$ cat config.mk
export PLATFORM = sky130hd
export DESIGN_NAME = div_nr_param
export DESIGN_NICKNAME = d
export VERILOG_FILES = /design/src/rtl/div_pkg.sv /design/src/rtl/div_nr_step.sv /design/src/rtl/div_nr_param.sv
export SDC_FILE = /design/constraint.sdc
export NUM_CORES = 1
export LEC_CHECK = 0
export CAP_MARGIN = 20
export CORE_MARGIN = 5
export CORE_UTILIZATION = 61
export CTS_BUF_LIST = sky130_fd_sc_hd__clkbuf_4
export DETAILED_ROUTE_END_ITERATION = 7
export GPL_TIMING_DRIVEN = 0
export PLACE_DENSITY = 0.93
export SKIP_LAST_GASP = 1
export SYNTH_ARGS = -nofsm -noshare
export SYNTH_HDL_FRONTEND = slang
export SYNTH_SLANG_ARGS = --single-unit
export TNS_END_PERCENT = 50
$ cat constraint.sdc
create_clock -name clk -period 11.27 [get_ports clk]
set_clock_uncertainty 0.1 [all_clocks]
set_input_delay 1.127 -clock clk [delete_from_list [all_inputs] [get_ports clk]]
set_output_delay 1.127 -clock clk [all_outputs]
set_load 0.005 [all_outputs]
$ cat src/rtl/div_pkg.sv
// div_pkg: shared types and helpers for the parametrised non-restoring divider.
//   state_t   - controller states (IDLE, CALC, FIX, DONE)
//   cnt_width - width of the iteration counter for a given operand width
package div_pkg;

    typedef enum logic [1:0] {
        IDLE = 2'd0,
        CALC = 2'd1,
        FIX  = 2'd2,
        DONE = 2'd3
    } state_t;

    // The counter is loaded with WIDTH, so it needs $clog2(WIDTH+1) bits.
    function automatic int cnt_width(input int width);
        return $clog2(width + 1);
    endfunction

endpackage

$ cat src/rtl/div_nr_step.sv
// div_nr_step: one combinational non-restoring division iteration.
//   p       in  WIDTH+1  partial remainder (two's complement)
//   q       in  WIDTH    quotient / dividend shift register
//   divisor in  WIDTH+1  divisor magnitude, zero-extended
//   p_next  out WIDTH+1  partial remainder after shift and add/subtract
//   q_next  out WIDTH    quotient after shift, new bit in LSB
module div_nr_step #(
    parameter int WIDTH = 32
) (
    input  logic [WIDTH:0]   p,
    input  logic [WIDTH-1:0] q,
    input  logic [WIDTH:0]   divisor,
    output logic [WIDTH:0]   p_next,
    output logic [WIDTH-1:0] q_next
);

    logic [WIDTH:0] p_shift;

    // The true value of 2P+bit needs WIDTH+2 bits, but the result after the
    // add/subtract always lies in [-D, D), so wrapping modulo 2^(WIDTH+1)
    // still produces the exact partial remainder.
    always_comb begin
        p_shift = {p[WIDTH-1:0], q[WIDTH-1]};
        p_next  = p[WIDTH] ? (p_shift + divisor) : (p_shift - divisor);
        q_next  = {q[WIDTH-2:0], ~p_next[WIDTH]};
    end

endmodule

$ cat src/rtl/div_nr_param.sv
// div_nr_param: sequential non-restoring divider, signed or unsigned per op.
//   clk        in   rising-edge clock
//   nrst       in   synchronous active-low reset
//   start      in   request, accepted only in IDLE
//   is_signed  in   1 = two's-complement operands (sampled with start)
//   opA        in   dividend (sampled with start)
//   opB        in   divisor  (sampled with start)
//   busy       out  high from the cycle after acceptance through DONE
//   done       out  one-cycle pulse when quot/rem/dbz are updated
//   quot       out  quotient, truncated toward zero
//   rem        out  remainder, sign of the dividend
//   dbz        out  divide-by-zero flag for the last result
// Latency is a fixed WIDTH+2 cycles from acceptance to done.
module div_nr_param
    import div_pkg::*;
#(
    parameter int WIDTH = 32
) (
    input  logic             clk,
    input  logic             nrst,
    input  logic             start,
    input  logic             is_signed,
    input  logic [WIDTH-1:0] opA,
    input  logic [WIDTH-1:0] opB,
    output logic             busy,
    output logic             done,
    output logic [WIDTH-1:0] quot,
    output logic [WIDTH-1:0] rem,
    output logic             dbz
);

    localparam int CNT_W = cnt_width(WIDTH);

    state_t             state, state_nxt;
    logic               busy_nxt, done_nxt;

    logic [WIDTH:0]     p_reg, div_reg, p_step;
    logic [WIDTH-1:0]   q_reg, q_step;
    logic [WIDTH-1:0]   a_raw, a_mag, b_mag, rem_mag;
    logic               q_neg, r_neg, dbz_n;
    logic [CNT_W-1:0]   cnt;

    div_nr_step #(.WIDTH(WIDTH)) u_step (
        .p       (p_reg),
        .q       (q_reg),
        .divisor (div_reg),
        .p_next  (p_step),
        .q_next  (q_step)
    );

    // Operand magnitudes; -MIN wraps to MIN, which read unsigned is 2^(WIDTH-1).
    // The final remainder restore only needs the low WIDTH bits.
    always_comb begin
        a_mag   = (is_signed && opA[WIDTH-1]) ? -opA : opA;
        b_mag   = (is_signed && opB[WIDTH-1]) ? -opB : opB;
        rem_mag = p_reg[WIDTH] ? (p_reg[WIDTH-1:0] + div_reg[WIDTH-1:0])
                               : p_reg[WIDTH-1:0];
    end

    // Next-state and registered-output logic.
    always_comb begin
        // NOTE: every signal gets a default before the case so no path leaves
        // it unassigned, which would otherwise infer a latch.
        state_nxt = state;
        busy_nxt  = busy;
        done_nxt  = 1'b0;
        case (state)
            IDLE: begin
                if (start) begin
                    state_nxt = CALC;
                    busy_nxt  = 1'b1;
                end
            end
            CALC: begin
                if (cnt == CNT_W'(1)) begin
                    state_nxt = FIX;
                end
            end
            FIX: begin
                state_nxt = DONE;
                done_nxt  = 1'b1;
            end
            DONE: begin
                state_nxt = IDLE;
                busy_nxt  = 1'b0;
            end
            default: begin
                state_nxt = IDLE;
                busy_nxt  = 1'b0;
            end
        endcase
    end

    always_ff @(posedge clk) begin
        // NOTE: sequential state uses non-blocking assignments so every
        // register samples pre-edge values regardless of statement order.
        if (!nrst) begin
            state <= IDLE;
            busy  <= 1'b0;
            done  <= 1'b0;
        end else begin
            state <= state_nxt;
            busy  <= busy_nxt;
            done  <= done_nxt;
        end
    end

    always_ff @(posedge clk) begin
        // NOTE: datapath registers are reset as well so a reset mid-operation
        // leaves no stale result or operand visible.
        if (!nrst) begin
            p_reg   <= '0;
            q_reg   <= '0;
            div_reg <= '0;
            a_raw   <= '0;
            q_neg   <= 1'b0;
            r_neg   <= 1'b0;
            dbz_n   <= 1'b0;
            cnt     <= '0;
            quot    <= '0;
            rem     <= '0;
            dbz     <= 1'b0;
        end else begin
            case (state)
                IDLE: begin
                    if (start) begin
                        q_reg   <= a_mag;
                        div_reg <= {1'b0, b_mag};
                        p_reg   <= '0;
                        a_raw   <= opA;
                        q_neg   <= is_signed & (opA[WIDTH-1] ^ opB[WIDTH-1]);
                        r_neg   <= is_signed & opA[WIDTH-1];
                        dbz_n   <= (opB == '0);
                        cnt     <= CNT_W'(WIDTH);
                    end
                end
                CALC: begin
                    p_reg <= p_step;
                    q_reg <= q_step;
                    cnt   <= cnt - 1'b1;
                end
                FIX: begin
                    if (dbz_n) begin
                        quot <= '1;
                        rem  <= a_raw;
                        dbz  <= 1'b1;
                    end else begin
                        quot <= q_neg ? -q_reg : q_reg;
                        rem  <= r_neg ? -rem_mag : rem_mag;
                        dbz  <= 1'b0;
                    end
                end
                default: ;
            endcase
        end
    end

endmodule

==> results.toml <==
[worst_setup_path]
slowest_stage = "clkbuf_1"
cell_by_cell_trace_of_the_critical_path = "clkbuf_1 -> buf_2 -> buf_1 -> buf_2 -> buf_1 -> buf_1 -> clkbuf_1 -> mux2_2 -> inv_1 -> fa_1 -> nor2b_1 -> o21a_1 -> o21ai_0 -> a211oi_1 -> o211ai_1 -> nand3_1 -> a41oi_1 -> o21a_1 -> o21ai_0 -> o21ai_0 -> a221oi_1"
timing.critical_path.from_type = "flip-flop"
worst_setup_path_end_kind = "flip-flop"
critical_path_arrival_ps = 8450
timing.critical_path.from = "p_reg[32]$_SDFFE_PN0P_"
max_stage_delay_ps = 680
crit_path_max_fanout = 10
timing_worst_setup_path_type = "flip-flop to flip-flop"
critical_path_required_ps = 11770
regToRegStartpoint = "p_reg[32]$_SDFFE_PN0P_"

[timing]
rsz0062_at_grt = "no"
worst-slew-pin-transition_ps = 1056
setup-violations-final = 0
setup-tns-final_ps = 0
finalCriticalPeriod_ps = 7953
pins_over_their_slew_limit = 0
timing.fmax_mhz = 125.7
timing.max_slew.rel_slack = 0.2963
finalCritPeriodShare = 0.7057
timing_hold_violations_final = 0

[grt]
pin_count_of_the_biggest_net_entering_global_routing = 16
wire_length_of_the_first_global_routing_pass_um = 79720
overflow = 0
gr-usage-all-layers = 0.3728
grt_pass1_vias = 15190
antenna_found_initial = 2

[detailed_routing]
via_count = 15710
first_pass_iters = 6
drtAntennaViolNets = 0
dr.first_iter.drc_count = 1597
detail_route.wirelength_um = 51380
drc_errors = 0
wl_per_cell_um = 20.81
via_per_inst = 6.363

[layout]
flow.area_growth_from_synthesis_pct = 16.06
final_util = 0.7199
finalNetCount = 2265
filler_cell_count = 1934
fraction_of_final_layout_cells_with_drive_strength_greater_than_1 = 0.05305
largest_reg_flops = 33

[synth]
synth_top_area_share = 0.2838
ys_dominant_reg_cell = "dfxtp_1"
netlist_top_cells_count = "nand2_1 (227), dfxtp_1 (207), a21oi_1 (196)"
synth_enable_flop_cells = 0
synth.net_count = 2075
post_synth_instance_area_sq_um = 14600
synthMostInstantiatedCell = "nand2_1"
yosys-top-cells-area = "dfxtp_1 (28%), a21oi_1 (6.7%), ha_1 (6.3%)"
synth_seq_area_share = 0.2838
ys_types = 77
yosys_warnings = 0
async_reset_ff_frac = 0
yosysTopAreaCell = "dfxtp_1"
post_synth.cell_area_avg_sq_um = 7.563
post_synth_inst_count = 1931
synth.ff_latch_count = 207

[place]
hpwlAfterDp_um = 40420
placement.io_buffers = 134
globalplace.congestion = 0.9821

[cts]
hold_buffers = 0
clock_insertion_delay_at_the_later_pin_of_the_skew_report_ps = 720
tritoncts = "built"
cts_num_sinks = 207
path_clk_slew_ps = 70
ctsRootBufferMaster = "clkbuf_4"
cts_made_buffers = 54
cts.repair_timing.setup_buffer_count = 0
h-tree-depth = 2
cts.path.max_buffers = 3
cts.repair.resized = 0

[outcome]
outcome = "completed"

[floorplan]
floorplan.core_area_sq_um = 23540
design.die.area_sq_um = 27140
num_rows = 56
num_io_pins = 135
vertical_die_dimension_um = 164.7
die_outline_width_um = 164.7
floorplan.initialDensity = 0.6203

[worst_hold_path]
worstHoldStart = "a_raw[10]$_SDFFE_PN0P_"
hp-class = "flip-flop to flip-flop"

[power_and_ir_drop]
power.density_cell_area_nw_per_um2 = 272.5
cell_leakage_power_nw = 6.561
design_power_total_mw = 4.619
vdd_drop_max_mv = 0.1105

[run]
max_cap_viol_count = 0
==> layer usage <==
metal | track usage | vias up | share of wire
li1 | - | 7420 | -
met1 | 0.4315 | 7223 | 0.38
met2 | 0.6223 | 864 | 0.46
met3 | 0.08735 | 202 | 0.10
met4 | 0.2310 | 2 | 0.065
met5 | 0 | - | 0.0010
==> cells in the final DEF, fill, tap and decap left out, drive strengths merged, types with 25 or more instances in the layout <==
cell / n
clkbuf: 163
clkdlybuf4s50: 134
a22oi: 25
dfxtp: 207
o21ai: 153
or3: 26
a211oi: 41
a21oi: 196
xnor2: 85
xor2: 97
nand3: 34
nor2: 195
o31ai: 28
nor3: 47
inv: 43
nand2: 227
ha: 74
==> final cells by class <==
type | count | area, sq um | area share
multi-input combinational | 1573 | 9887 | 0.5833
sequential | 207 | 4144 | 0.2445
timing repair buffer | 134 | 1341 | 0.07914
clock buffer | 73 | 548.0 | 0.03233
buffer | 108 | 411.6 | 0.02429
tap | 319 | 399.1 | 0.02355
inverter | 43 | 161.4 | 0.009523
clock inverter | 11 | 53.80 | 0.003174
antenna | 1 | 2.502 | 0.0001476
==> worst max-delay path: cells and delay by family (launching register included) <==
family	cells	cell delay [ps]
fa+ha+maj	1	420
mux	1	330
compound gates	9	2670
flops	1	450
buf+inv	8	3500
simple gates	2	340
==> power by group <==
| group | leakage, nW | switching [mW] | internal (mW) | total [mW] |
|---|---|---|---|---|
| clock network | 0.364 | 0.312 | 0.296 | 0.608 |
| logic | 4.50 | 1.67 | 1.13 | 2.80 |
| registers | 1.69 | 0.257 | 0.957 | 1.21 |
==> cell families after synthesis <==
group | synth area share
fa+ha+maj | 0.06614
mux | 0.01842
compound gates | 0.2765
flops | 0.2838
buf+inv | 0.03924
xor+xnor | 0.1091
simple gates | 0.2068
==> through the flow <==
step	hold WS [ps]	worst slack (ps)	cells	instance area (sq um)
after global placement	341.5	3844	2384	16340
after floorplan	336.0	5782	1931	14600
after detailed placement	347.6	3830	2384	16340
after global routing	373.3	3140	2469	16950
after CTS	356.8	3772	2468	16950
final	356.0	3317	2469	16950
==> worst paths after layout <==
| check | cells past startpoint | slack [ps] | endpoint |
|---|---|---|---|
| worst max-delay path | 21 | 3320 | q_reg[0]$_SDFFE_PN0P_ |
| worst min-delay path | 2 | 360 | a_raw[10]$_SDFFE_PN0P_ |
| worst max register to register | 21 | 3320 | q_reg[0]$_SDFFE_PN0P_ |
| worst min register to register | 2 | 360 | a_raw[10]$_SDFFE_PN0P_ |
Power figures use the tool's default switching activity.
